===== src/rtl/multicycle_control_fsm.sv =====
// rtl/multicycle_control_fsm.sv - main control FSM for the multi-cycle RV64I core
module multicycle_control_fsm #(
  parameter int INSTR_WIDTH   = 32,
  parameter int CONTROL_WIDTH = 5
) (
  input  logic                     clk,
  input  logic                     i_rst,
  input  logic [INSTR_WIDTH-1:0]   i_instr,
  input  logic                     i_mem_done,
  input  logic                     i_zero_flag,
  input  logic                     i_slt_flag,
  input  logic                     i_sltu_flag,
  output logic [CONTROL_WIDTH-1:0] o_alu_control,
  output logic [1:0]               o_src_1_sel,
  output logic [1:0]               o_src_2_sel,
  output logic [1:0]               o_result_sel,
  output logic                     o_pc_write,
  output logic                     o_instr_write,
  output logic                     o_reg_write,
  output logic                     o_mem_req,
  output logic                     o_mem_we,
  output logic                     o_illegal
);

  localparam logic [CONTROL_WIDTH-1:0] ALU_ADD   = CONTROL_WIDTH'(0);
  localparam logic [CONTROL_WIDTH-1:0] ALU_SUB   = CONTROL_WIDTH'(1);
  localparam logic [CONTROL_WIDTH-1:0] ALU_AND   = CONTROL_WIDTH'(2);
  localparam logic [CONTROL_WIDTH-1:0] ALU_OR    = CONTROL_WIDTH'(3);
  localparam logic [CONTROL_WIDTH-1:0] ALU_XOR   = CONTROL_WIDTH'(4);
  localparam logic [CONTROL_WIDTH-1:0] ALU_SLL   = CONTROL_WIDTH'(5);
  localparam logic [CONTROL_WIDTH-1:0] ALU_SLT   = CONTROL_WIDTH'(6);
  localparam logic [CONTROL_WIDTH-1:0] ALU_SLTU  = CONTROL_WIDTH'(7);
  localparam logic [CONTROL_WIDTH-1:0] ALU_SRL   = CONTROL_WIDTH'(8);
  localparam logic [CONTROL_WIDTH-1:0] ALU_SRA   = CONTROL_WIDTH'(9);
  localparam logic [CONTROL_WIDTH-1:0] ALU_ADDW  = CONTROL_WIDTH'(10);
  localparam logic [CONTROL_WIDTH-1:0] ALU_SUBW  = CONTROL_WIDTH'(11);
  localparam logic [CONTROL_WIDTH-1:0] ALU_SLLW  = CONTROL_WIDTH'(12);
  localparam logic [CONTROL_WIDTH-1:0] ALU_SRLW  = CONTROL_WIDTH'(13);
  localparam logic [CONTROL_WIDTH-1:0] ALU_SRAW  = CONTROL_WIDTH'(14);
  localparam logic [CONTROL_WIDTH-1:0] ALU_ADDIW = CONTROL_WIDTH'(15);

  localparam logic [6:0] OP_LOAD  = 7'b0000011;
  localparam logic [6:0] OP_STORE = 7'b0100011;
  localparam logic [6:0] OP_R     = 7'b0110011;
  localparam logic [6:0] OP_RW    = 7'b0111011;
  localparam logic [6:0] OP_I     = 7'b0010011;
  localparam logic [6:0] OP_IW    = 7'b0011011;
  localparam logic [6:0] OP_BR    = 7'b1100011;
  localparam logic [6:0] OP_JAL   = 7'b1101111;
  localparam logic [6:0] OP_LUI   = 7'b0110111;

  typedef enum logic [3:0] {
    S_FETCH, S_DECODE, S_MEMADDR, S_MEMREAD, S_MEMWB, S_MEMWRITE,
    S_EXEC_R, S_EXEC_I, S_ALU_WB, S_BRANCH, S_JAL, S_JAL_PC, S_LUI, S_FAULT
  } state_t;

  state_t r_state;
  state_t w_state_next;

  logic [6:0] w_opcode;
  logic [2:0] w_funct3;
  logic [6:0] w_funct7;
  logic [5:0] w_funct6;
  logic       w_f7_zero;
  logic       w_f7_alt;
  logic       w_unused;

  assign w_opcode  = i_instr[6:0];
  assign w_funct3  = i_instr[14:12];
  assign w_funct7  = i_instr[31:25];
  assign w_funct6  = i_instr[31:26];
  assign w_f7_zero = (w_funct7 == 7'b0000000);
  assign w_f7_alt  = (w_funct7 == 7'b0100000);
  assign w_unused  = ^i_instr;

  logic [CONTROL_WIDTH-1:0] w_r_code;
  logic                     w_r_legal;

  always_comb begin
    w_r_code  = ALU_ADD;
    w_r_legal = 1'b0;
    if (w_opcode == OP_R) begin
      w_r_legal = w_f7_zero || (w_f7_alt && (w_funct3 == 3'b000 || w_funct3 == 3'b101));
      case (w_funct3)
        3'b000:  w_r_code = w_funct7[5] ? ALU_SUB : ALU_ADD;
        3'b001:  w_r_code = ALU_SLL;
        3'b010:  w_r_code = ALU_SLT;
        3'b011:  w_r_code = ALU_SLTU;
        3'b100:  w_r_code = ALU_XOR;
        3'b101:  w_r_code = w_funct7[5] ? ALU_SRA : ALU_SRL;
        3'b110:  w_r_code = ALU_OR;
        default: w_r_code = ALU_AND;
      endcase
    end else begin
      case (w_funct3)
        3'b000: begin
          w_r_legal = w_f7_zero || w_f7_alt;
          w_r_code  = w_funct7[5] ? ALU_SUBW : ALU_ADDW;
        end
        3'b001: begin
          w_r_legal = w_f7_zero;
          w_r_code  = ALU_SLLW;
        end
        3'b101: begin
          w_r_legal = w_f7_zero || w_f7_alt;
          w_r_code  = w_funct7[5] ? ALU_SRAW : ALU_SRLW;
        end
        default: w_r_legal = 1'b0;
      endcase
    end
  end

  // RV64 immediate shifts carry a 6-bit shamt, so only funct6 qualifies them
  logic [CONTROL_WIDTH-1:0] w_i_code;
  logic                     w_i_legal;

  always_comb begin
    w_i_code  = ALU_ADD;
    w_i_legal = 1'b1;
    if (w_opcode == OP_I) begin
      case (w_funct3)
        3'b000:  w_i_code = ALU_ADD;
        3'b001: begin
          w_i_code  = ALU_SLL;
          w_i_legal = (w_funct6 == 6'b000000);
        end
        3'b010:  w_i_code = ALU_SLT;
        3'b011:  w_i_code = ALU_SLTU;
        3'b100:  w_i_code = ALU_XOR;
        3'b101: begin
          w_i_code  = i_instr[30] ? ALU_SRA : ALU_SRL;
          w_i_legal = (w_funct6 == 6'b000000) || (w_funct6 == 6'b010000);
        end
        3'b110:  w_i_code = ALU_OR;
        default: w_i_code = ALU_AND;
      endcase
    end else begin
      case (w_funct3)
        3'b000:  w_i_code = ALU_ADDIW;
        3'b001: begin
          w_i_code  = ALU_SLLW;
          w_i_legal = w_f7_zero;
        end
        3'b101: begin
          w_i_code  = w_funct7[5] ? ALU_SRAW : ALU_SRLW;
          w_i_legal = w_f7_zero || w_f7_alt;
        end
        default: w_i_legal = 1'b0;
      endcase
    end
  end

  logic [CONTROL_WIDTH-1:0] w_br_code;
  logic                     w_br_taken;
  logic                     w_br_legal;

  always_comb begin
    w_br_code  = ALU_ADD;
    w_br_taken = 1'b0;
    w_br_legal = 1'b1;
    case (w_funct3)
      3'b000: begin w_br_code = ALU_SUB;  w_br_taken = i_zero_flag;  end
      3'b001: begin w_br_code = ALU_SUB;  w_br_taken = !i_zero_flag; end
      3'b100: begin w_br_code = ALU_SLT;  w_br_taken = i_slt_flag;   end
      3'b101: begin w_br_code = ALU_SLT;  w_br_taken = !i_slt_flag;  end
      3'b110: begin w_br_code = ALU_SLTU; w_br_taken = i_sltu_flag;  end
      3'b111: begin w_br_code = ALU_SLTU; w_br_taken = !i_sltu_flag; end
      default: w_br_legal = 1'b0;
    endcase
  end

  always_ff @(posedge clk) begin
    if (i_rst) begin
      r_state <= S_FETCH;
    end else begin
      r_state <= w_state_next;
    end
  end

  always_comb begin
    w_state_next  = r_state;
    o_alu_control = ALU_ADD;
    o_src_1_sel   = 2'd0;
    o_src_2_sel   = 2'd0;
    o_result_sel  = 2'd0;
    o_pc_write    = 1'b0;
    o_instr_write = 1'b0;
    o_reg_write   = 1'b0;
    o_mem_req     = 1'b0;
    o_mem_we      = 1'b0;
    o_illegal     = 1'b0;
    case (r_state)
      S_FETCH: begin
        o_src_2_sel  = 2'd2;
        o_result_sel = 2'd2;
        o_mem_req    = 1'b1;
        if (i_mem_done) begin
          o_instr_write = 1'b1;
          o_pc_write    = 1'b1;
          w_state_next  = S_DECODE;
        end
      end
      S_DECODE: begin
        o_src_1_sel = 2'd1;
        o_src_2_sel = 2'd1;
        case (w_opcode)
          OP_LOAD, OP_STORE: w_state_next = S_MEMADDR;
          OP_R, OP_RW:       w_state_next = S_EXEC_R;
          OP_I, OP_IW:       w_state_next = S_EXEC_I;
          OP_BR:             w_state_next = S_BRANCH;
          OP_JAL:            w_state_next = S_JAL;
          OP_LUI:            w_state_next = S_LUI;
          default:           w_state_next = S_FAULT;
        endcase
      end
      S_MEMADDR: begin
        o_src_1_sel  = 2'd2;
        o_src_2_sel  = 2'd1;
        w_state_next = (w_opcode == OP_STORE) ? S_MEMWRITE : S_MEMREAD;
      end
      S_MEMREAD: begin
        o_mem_req = 1'b1;
        if (i_mem_done) w_state_next = S_MEMWB;
      end
      S_MEMWB: begin
        o_result_sel = 2'd1;
        o_reg_write  = 1'b1;
        w_state_next = S_FETCH;
      end
      S_MEMWRITE: begin
        o_mem_req = 1'b1;
        o_mem_we  = 1'b1;
        if (i_mem_done) w_state_next = S_FETCH;
      end
      S_EXEC_R: begin
        o_alu_control = w_r_code;
        o_src_1_sel   = 2'd2;
        w_state_next  = w_r_legal ? S_ALU_WB : S_FAULT;
      end
      S_EXEC_I: begin
        o_alu_control = w_i_code;
        o_src_1_sel   = 2'd2;
        o_src_2_sel   = 2'd1;
        w_state_next  = w_i_legal ? S_ALU_WB : S_FAULT;
      end
      S_ALU_WB: begin
        o_reg_write  = 1'b1;
        w_state_next = S_FETCH;
      end
      S_BRANCH: begin
        o_alu_control = w_br_code;
        o_src_1_sel   = 2'd2;
        o_pc_write    = w_br_legal && w_br_taken;
        w_state_next  = w_br_legal ? S_FETCH : S_FAULT;
      end
      S_JAL: begin
        o_src_1_sel  = 2'd1;
        o_src_2_sel  = 2'd2;
        o_result_sel = 2'd2;
        o_reg_write  = 1'b1;
        w_state_next = S_JAL_PC;
      end
      S_JAL_PC: begin
        o_pc_write   = 1'b1;
        w_state_next = S_FETCH;
      end
      S_LUI: begin
        // select 3 makes the datapath feed zero, so OR passes the immediate
        o_alu_control = ALU_OR;
        o_src_1_sel   = 2'd3;
        o_src_2_sel   = 2'd1;
        o_result_sel  = 2'd2;
        o_reg_write   = 1'b1;
        w_state_next  = S_FETCH;
      end
      S_FAULT: begin
        o_illegal = 1'b1;
      end
      default: w_state_next = S_FETCH;
    endcase
    if (i_rst) begin
      w_state_next  = S_FETCH;
      o_alu_control = ALU_ADD;
      o_src_1_sel   = 2'd0;
      o_src_2_sel   = 2'd0;
      o_result_sel  = 2'd0;
      o_pc_write    = 1'b0;
      o_instr_write = 1'b0;
      o_reg_write   = 1'b0;
      o_mem_req     = 1'b0;
      o_mem_we      = 1'b0;
      o_illegal     = 1'b0;
    end
  end

endmodule


===== config.mk =====
export PLATFORM = sky130hd
export DESIGN_NAME = multicycle_control_fsm
export DESIGN_NICKNAME = d
export VERILOG_FILES = /design/src/rtl/multicycle_control_fsm.sv
export SDC_FILE = /design/constraint.sdc
export NUM_CORES = 1
export LEC_CHECK = 0
export ABC_AREA = 1
export CAP_MARGIN = 5
export CORE_ASPECT_RATIO = 0.9
export CORE_MARGIN = 2
export CORE_UTILIZATION = 40
export DETAILED_ROUTE_END_ITERATION = 7
export PLACE_DENSITY = 0.83
export SYNTH_ARGS = -nofsm -noshare
export SYNTH_HDL_FRONTEND = slang
export SYNTH_SLANG_ARGS = --single-unit

===== constraint.sdc =====
create_clock -name clk -period 3 [get_ports clk]
set_input_delay 0.3 -clock clk [delete_from_list [all_inputs] [get_ports clk]]
set_output_delay 0.3 -clock clk [all_outputs]
set_load 0.02 [all_outputs]

==> reports/metrics.yaml, run 1 <==
status:
  status: "completed"
min_path:
  min-delay-start: "r_state[2]"
  hold_path.class: "reg2reg"
logic_synthesis:
  synth-async-reset-ratio: 0
  synth_area_leader_cell: "nand2_1"
  synth.avg_cell_area_sq_um: 4.94
  synth_most_common_cell: "nand2_1"
  synthFlopType: "dfxtp_1"
  synth.distinct_cells: 28
  ys_ff_latch: 4
  synth.top_cells.by_count: "nand2_1 (59), nor2_1 (39), inv_1 (36), nand3_1 (25)"
  syn_area_sq_mm: 0.00119
  synth_area_leaders: "nand2_1 (19%), nor2_1 (12%), inv_1 (11%)"
  synth_edf_count: 0
  synth_cells: 240
  yosysSeqAreaShare: 0.0675
  yosysWarnings: 0
  synth_fp_nets: 278
  yosysTopAreaCellShare: 0.187
grt:
  grt_antenna_before_repair: 0
  grt_pass1_wl_microns: 5300
  grt_usage: 0.193
  grt_max_degree: 15
  first_global_vias: 1309
  grt_overflow: 0
worst_setup_path:
  r2r-start: "r_state[2]"
  slowest_delay_ns: 0.60
  end_kind: "primary output"
  crit_type: "in2out"
  cp_slowest_cell: "clkdlybuf4s50_1"
  worstPathCellList: "clkdlybuf4s50_1 > inv_6 > nand2_2 > nor2_2 > nor2_1 > nand2_1 > nand2_1 > a31oi_1 > nor3_1 > nor2_1 > clkdlybuf4s50_1"
  path_delay_family: "buffers and inverters"
  startpoint_type: "input port"
  cp.required_ns: 2.70
  path_buf_inv: 3
  crit_fanout: 5
  cp.arrival_ns: 2.42
  worstSetupStartpoint: "i_instr[13]"
sta:
  grt_setup_unrepaired: "no"
  hold_viol: 0
  max_freq_ghz: 0.368
  worst_hold_slack_ns: 0.550
  min_period_ns: 2.72
  fin_skew_ns: 0.00779
  setup_slack_ns: 0.283
  slew_violations: 0
  setup_viol: 0
  setup_tns_ns: 0
  period_share: 0.906
power:
  total_power_uw: 626
  power-per-cell-area_mw_per_mm2: 386
  p_leak_uw: 0.000767
  vdd_drop_max_mv: 0.277
routing:
  drt_iter0_drc: 143
  wl_per_cell_microns: 10.3
  vias: 1604
  routed_wirelength_microns: 3280
  drc: 0
  via_per_inst: 5.03
  ant_nets: 0
  dr.pass1.iters: 5
clock_network:
  tritoncts: "built"
  numCtsBuffers: 3
  path_clk_slew_ns: 0.04
  post_cts_resized: 0
  cts_buffer_depth: 2
  clockRootBuffer: "clkbuf_4"
  htreeDepth: 1
  post_cts_buffers: 0
  insertion_delay_ns: 0.25
  ctsHoldBuffers: 0
  clock-sinks: 4
finish:
  finalInstanceArea_sq_mm: 0.00162
  nets: 319
  num-fill-cells: 311
  drive_gt1_frac: 0.122
  area_growth_pct: 36.9
  largest_reg_flops: 4
  largestRegisters: "r_state (4)"
  top_register: "r_state"
  diodes: 0
floorplan:
  rows: 18
  design.die.area_sq_mm: 0.00342
  core_sq_mm: 0.00279
  die_y_microns: 55.7
  die_width_microns: 61.4
  start_util: 0.425
  io_pins: 55
placed_design:
  dp.final_hpwl_microns: 2710
  routabilityCongestion: 0.880
  place_area_sq_mm: 0.00160
  place_ws_ns: 0.311
  io_buffers: 38
flow_run:
  cap_violations: 0
worst paths after layout:
check                     end  slack, ns  cells after the start
min                r_state[2]       0.55                      2
min reg2reg        r_state[2]       0.55                      2
max          o_alu_control[2]       0.28                     11
max reg2reg        r_state[0]       1.56                      9
cell usage in the layout (no fill, tap or decap), types with 2 or more instances in the layout:
cell / count
nand4_1: 2
o2111ai_1: 2
nand2_2: 4
dfxtp_1: 4
nor2_4: 3
a31oi_1: 6
nand3_2: 4
nor2_2: 6
buf_4: 3
clkdlybuf4s50_1: 38
o21ai_0: 9
o21bai_1: 2
inv_2: 8
o22ai_1: 3
clkbuf_4: 3
inv_1: 36
a21oi_1: 9
nor3_1: 7
nand3_1: 25
nor2_1: 39
nand2_1: 59
area by class of cell:
class | instances | area, sq um | area share
tap | 40 | 50.0 | 0.0308
timing repair buffer | 41 | 403 | 0.248
clock buffer | 3 | 22.5 | 0.0139
inverter | 46 | 178 | 0.109
multi-input combinational | 185 | 891 | 0.549
sequential | 4 | 80.1 | 0.0493
kinds of logic after synthesis:
kind of cell | Yosys count | synth area share
DFF | 4 | 0.0675
AOI/OAI and AO/OA | 34 | 0.169
buffers and inverters | 51 | 0.181
and+or+nand+nor | 150 | 0.579
other | 1 | 0.00316
per-stage QoR:
step | cells | utilization
after floorplan | 240 | -
after global placement | 316 | 0.573
after detailed placement | 316 | 0.573
after CTS | 319 | 0.582
after global routing | 319 | 0.582
final | 319 | 0.582
tightest hold or removal path, cell delays in order (launching register included):
cell and delay [ns]:
dfxtp_1 0.36, nand2_1 0.09, a21oi_1 0.05
routing by layer:
| layer | up-vias | share of wire | global-route usage |
|---|---|---|---|
| li1 | 846 | - | - |
| met1 | 686 | 0.47 | 0.275 |
| met4 | 0 | 0.0070 | 0.0304 |
| met2 | 67 | 0.44 | 0.301 |
| met5 | - | 0 | 0 |
| met3 | 5 | 0.082 | 0.0395 |
power by group:
| part | switching, uW | internal [uW] | total, uW |
|---|---|---|---|
| logic | 268 | 190 | 459 |
| registers | 27.7 | 69.0 | 96.6 |
| clock network | 26.2 | 45.0 | 71.2 |
Power figures use the tool's default switching activity.
==> inputs of run 2 (changes only) <==
--- a/config.mk
+++ b/config.mk
@@ -8,10 +8,11 @@
 export ABC_AREA = 1
 export CAP_MARGIN = 5
 export CORE_ASPECT_RATIO = 0.9
-export CORE_MARGIN = 2
+export CORE_MARGIN = 4
 export CORE_UTILIZATION = 40
 export DETAILED_ROUTE_END_ITERATION = 7
 export PLACE_DENSITY = 0.83
+export SLEW_MARGIN = 20
 export SYNTH_ARGS = -nofsm -noshare
 export SYNTH_HDL_FRONTEND = slang
 export SYNTH_SLANG_ARGS = --single-unit
==> reports/metrics.yaml, run 2 (synthesized netlist as in run 1, its figures left out) <==
status:
  status: "completed"
grt:
  grt_pass1_wl_microns: 5620  # +6.0%
  first_global_vias: 1364  # +4.2%
  grt_usage: 0.176  # -0.0168
  grt_antenna_before_repair: 0  # unchanged
  grt_overflow: 0  # unchanged
  grt_max_degree: 15  # unchanged
routing:
  wl_per_cell_microns: 10.2  # -0.91%
  dr.pass1.iters: 4  # -1
  drt_iter0_drc: 86  # -40%
  drc: 0  # unchanged
  vias: 1591  # -0.81%
  ant_nets: 0  # unchanged
  via_per_inst: 5.00  # -0.50%
  routed_wirelength_microns: 3240  # -1.2%
finish:
  largestRegisters: "r_state (4)"
  diodes: 0  # unchanged
  finalInstanceArea_sq_mm: 0.00162  # -0.46%
  top_register: "r_state"
  largest_reg_flops: 4  # unchanged
  num-fill-cells: 307  # -1.3%
  drive_gt1_frac: 0.119  # -0.00316
  area_growth_pct: 36.3
  final_cell_mix: "nand2_1 (59), nor2_1 (39), clkdlybuf4s50_1 (38), inv_1 (36), nand3_1 (25)"
  nets: 318  # -0.31%
  final_common_cell: "nand2_1"
sta:
  max_freq_ghz: 0.359  # -2.6%
  slew_violations: 0  # unchanged
  fin_skew_ns: 0.00413  # -0.00366 ns
  min_period_ns: 2.79  # +0.0715 ns
  grt_setup_unrepaired: "no"
  hold_viol: 0  # unchanged
  setup_viol: 0  # unchanged
  period_share: 0.930  # +0.0238
  setup_tns_ns: 0  # unchanged
clock_network:
  post_cts_buffers: 0  # unchanged
  htreeDepth: 1  # unchanged
  cts_buffer_depth: 2  # unchanged
  numCtsBuffers: 3  # unchanged
  clockRootBuffer: "clkbuf_4"
  ctsHoldBuffers: 0  # unchanged
  tritoncts: "built"
  path_clk_slew_ns: 0.03  # about the same
  insertion_delay_ns: 0.24  # about the same
  post_cts_resized: 0  # unchanged
  clock-sinks: 4  # unchanged
min_path:
  hold_path.class: "reg2reg"
  holdPathStages: 2  # unchanged
  min-delay-start: "r_state[2]"
  whs_endpoint: "r_state[2]"
worst_setup_path:
  cp.arrival_ns: 2.49  # +0.07 ns
  cp_slowest_cell: "clkdlybuf4s50_1"
  slowest_delay_ns: 0.61  # about the same
  worstPathCellList: "clkdlybuf4s50_1 > inv_2 > nand3_2 > o21ai_2 > nor2_1 > nand2_1 > nand2_1 > a31oi_1 > nor3_1 > nor2_1 > clkdlybuf4s50_1"
  path_delay_family: "buffers and inverters"
  cp.required_ns: 2.70  # about the same
  reg2reg_slack_ns: 1.56  # about the same
  end_kind: "primary output"
  path_buf_inv: 3  # unchanged
  startpoint_type: "input port"
  reg2regPathDepth: 8  # -1
  crit_fanout: 10  # +5
  timing.rr.end: "r_state[0]"
  r2r-start: "r_state[0]"
  cp.depth: 11  # unchanged
  crit_type: "in2out"
flow_run:
  cap_violations: 0  # unchanged
floorplan:
  die_y_microns: 59.7  # +7.2%
  design.die.area_sq_mm: 0.00390  # +14%
  die_width_microns: 65.4  # +6.5%
  rows: 18  # unchanged
  start_util: 0.425  # unchanged
  io_pins: 55  # unchanged
  core_sq_mm: 0.00279  # unchanged
placed_design:
  io_buffers: 38  # unchanged
  place_area_sq_mm: 0.00159  # -0.47%
  routabilityCongestion: 0.869  # -1.2%
  dp.final_hpwl_microns: 2720  # +0.37%
power:
  p_leak_uw: 0.000762  # -0.63%
  vdd_drop_max_mv: 0.269  # -2.9%
  power-per-cell-area_mw_per_mm2: 384  # -0.54%
-- run 2: cell types whose count changed in the layout (fill, tap and decap cells not counted), sizes merged --
cell  change
buf       -1
-- run 2: through the flow --
| step | power (uW) | std cells | util | hold WS [ns] | setup WS [ns] |
|---|---|---|---|---|---|
| 2_1_floorplan | 396 | 240 | - | 0.500 | 1.30 |
| 3_3_place_gp | 546 | 315 | 0.571 | 0.535 | 0.244 |
| 3_5_place_dp | 550 | 315 | 0.571 | 0.531 | 0.245 |
| 4_1_cts | 621 | 318 | 0.579 | 0.537 | 0.238 |
| 5_1_grt | 682 | 318 | 0.579 | 0.588 | 0.0303 |
| 6_report | 620 | 318 | 0.579 | 0.544 | 0.211 |
-- run 2: area by class of cell --
class,instances,area [sq um],share of cell area
multi-input cells,185,891,0.551
repair buffers,40,395,0.245
inverters,46,178,0.110
flip-flops and latches,4,80.1,0.0495
well taps,40,50.0,0.0310
clock buffers,3,22.5,0.0139
-- run 2: metal layers --
metal	GRT usage	share of wire	vias up
li1	-	-	843
met1	0.246	0.50	698
met2	0.293	0.43	50
met3	0.0320	0.070	0
met4	0.0178	0	0
met5	0	0	-
-- run 2: worst max-delay path by stage --
stage | start | endpoint
floorplan | r_state[0] | o_alu_control[0]
global placement | i_instr[14] | o_alu_control[2]
detailed placement | i_instr[14] | o_alu_control[2]
CTS | i_instr[14] | o_alu_control[2]
global route | i_instr[14] | o_alu_control[2]
finish | i_instr[14] | o_alu_control[2]
-- run 2: report_power, final --
part	internal, uW	switching (uW)
combinational	189	267
sequential	69.0	26.8
clock	44.8	23.4
-- run 2: worst register-to-register path, delay by kind of cell, from the launching register on --
kind / cells / cell delay, ns
and+or+nand+nor: 6 / 0.71
AOI/OAI and AO/OA: 2 / 0.18
DFF: 1 / 0.49
==> inputs of run 3 (changes only) <==
==> constraint.sdc (replaced) <==
create_clock -name clk -period 3.6 [get_ports clk]
set_input_delay 0.36 -clock clk [delete_from_list [all_inputs] [get_ports clk]]
set_output_delay 0.36 -clock clk [all_outputs]
set_load 0.02 [all_outputs]
==> reports/metrics.yaml, run 3 (synthesized netlist as in run 1, its figures left out) <==
status:
  status: "completed"
sta:
  max_freq_ghz: 0.339
  slew_violations: 0  # unchanged
  min_period_ns: 2.95
  worst_hold_slack_ns: 0.547  # +0.00299 ns
  grt_setup_unrepaired: "no"
  setup_viol: 0  # unchanged
  hold_viol: 0  # unchanged
  period_share: 0.819
  fin_skew_ns: 0.00479  # +0.000660 ns
  setup_tns_ns: 0  # unchanged
routing:
  via_per_inst: 5.09  # +1.8%
  ant_nets: 0  # unchanged
  routed_wirelength_microns: 3350  # +3.5%
  dr.pass1.iters: 5  # +1
  wl_per_cell_microns: 10.6  # +3.8%
  drc: 0  # unchanged
  vias: 1614  # +1.4%
  drt_iter0_drc: 127  # +48%
grt:
  gr-usage-met3: 0.0320  # unchanged
  grt_use_met1: 0.247  # +0.00113
  grt_max_degree: 16  # +1
  grt_antenna_before_repair: 0  # unchanged
  grt_overflow: 0  # unchanged
  grt_pass1_wl_microns: 5720  # +1.9%
  first_global_vias: 1374  # +0.73%
  grt_use_met2: 0.297  # +0.00433
  grt_busiest_layer: "met2"
  grt_usage: 0.178  # +0.00238
finish:
  multiInputGateArea_sq_um: 891  # unchanged
  final_common_cell: "nand2_1"
  top_register: "r_state"
  area_growth_pct: 35.7
  num-fill-cells: 300  # -2.3%
  register_area_sq_um: 80.1  # unchanged
  final_cell_mix: "nand2_1 (59), nor2_1 (39), clkdlybuf4s50_1 (38), inv_1 (36), nand3_1 (25)"
  diodes: 0  # unchanged
  fin_cells: 317  # -0.31%
  largestRegisters: "r_state (4)"
  largest_reg_flops: 4  # unchanged
  nets: 317  # -0.31%
  drive_gt1_frac: 0.116  # -0.00318
clock_network:
  cts_buffer_depth: 2  # unchanged
  post_cts_buffers: 0  # unchanged
  path_clk_slew_ns: 0.03  # about the same
  post_cts_resized: 0  # unchanged
  htreeDepth: 1  # unchanged
  numCtsBuffers: 3  # unchanged
  insertion_delay_ns: 0.23  # about the same
  clock-sinks: 4  # unchanged
  tritoncts: "built"
  clockRootBuffer: "clkbuf_4"
  ctsHoldBuffers: 0  # unchanged
power:
  clockPowerShare: 0.106  # -0.004
  internal_power_uw: 252  # -17%
  p_leak_uw: 0.000757  # -0.63%
  power-per-cell-area_mw_per_mm2: 323  # -16%
  combinationalPowerShare: 0.739  # +0.003
  seq_power_share: 0.155  # about the same
  swShare: 0.516  # +0.00473
  total_power_uw: 520  # -16%
  p_sw_uw: 268  # -15%
  vdd_drop_max_mv: 0.302  # +12%
floorplan:
  core_sq_mm: 0.00279  # unchanged
  io_pins: 55  # unchanged
  design.die.area_sq_mm: 0.00390  # unchanged
  start_util: 0.425  # unchanged
  rows: 18  # unchanged
  die_width_microns: 65.4  # unchanged
  die_y_microns: 59.7  # unchanged
placed_design:
  io_buffers: 38  # unchanged
  dp.final_hpwl_microns: 2760  # +1.3%
  routabilityCongestion: 0.861  # -0.87%
  dp_cells: 314  # -0.32%
worst_setup_path:
  r2r-start: "r_state[0]"
  reg2regPathDepth: 8  # unchanged
  cp_slowest_cell: "clkdlybuf4s50_1"
  slowest_delay_ns: 0.64  # +0.03 ns
  end_kind: "primary output"
  reg2reg_slack_ns: 2.13  # +0.57 ns
  crit_fanout: 8  # -2
  worstSetupStartpoint: "i_instr[13]"
  startpoint_type: "input port"
  cp.required_ns: 3.24  # +0.54 ns
  timing.rr.end: "r_state[0]"
  worstPathCellList: "clkdlybuf4s50_1 > inv_6 > nand2_2 > nor2_2 > nor2_1 > nand2_1 > nand2_1 > a31oi_1 > nor3_1 > nor2_1 > clkdlybuf4s50_1"
  crit_type: "in2out"
  cp.arrival_ns: 2.59  # +0.10 ns
min_path:
  whs_endpoint: "r_state[2]"
  hold_path.class: "reg2reg"
  min-delay-start: "r_state[2]"
  holdPathStages: 2  # unchanged
flow_run:
  cap_violations: 0  # unchanged
[run 3: critical path, delay by kind of cell]
kind                   cells  cell delay (ns)
buffers and inverters      3             1.41
AOI/OAI and AO/OA          1             0.15
and+or+nand+nor            7             0.66
[run 3: through the flow]
stage / instance area [sq um] / util / setup slack (ns)
floorplan: 1190 / - / 1.80
global placement: 1590 / 0.568 / 0.697
detailed placement: 1590 / 0.568 / 0.681
CTS: 1610 / 0.576 / 0.674
global route: 1610 / 0.576 / 0.504
finish: 1610 / 0.576 / 0.651
[run 3: cell type report]
class                   instances  area share
clock buffers                   3      0.0140
repair buffers                 39       0.241
inverters                      46       0.110
well taps                      40      0.0311
multi-input cells             185       0.554
flip-flops and latches          4      0.0498
[run 3: routing by layer]
layer | wire length (microns) | share of wire
met1 | 1580 | 0.47
met2 | 1440 | 0.43
met5 | 0 | 0
met3 | 290 | 0.087
met4 | 35 | 0.010
[run 3: how the worst max path moves through the flow]
stage                            end  slack [ns]
global placement    o_alu_control[2]        0.70
finish              o_alu_control[2]        0.65
CTS                 o_alu_control[2]        0.67
global route        o_alu_control[2]        0.50
floorplan           o_alu_control[2]        1.80
detailed placement  o_alu_control[2]        0.68
[run 3: power groups by stage]
stage               combinational [uW]  sequential [uW]  clock, uW
global placement                   374             79.9          0
global route                       426             84.5       59.6
finish                             384             80.5       55.2
floorplan                          264             65.9          0
detailed placement                 379             79.7          0
CTS                                382             79.0       56.6
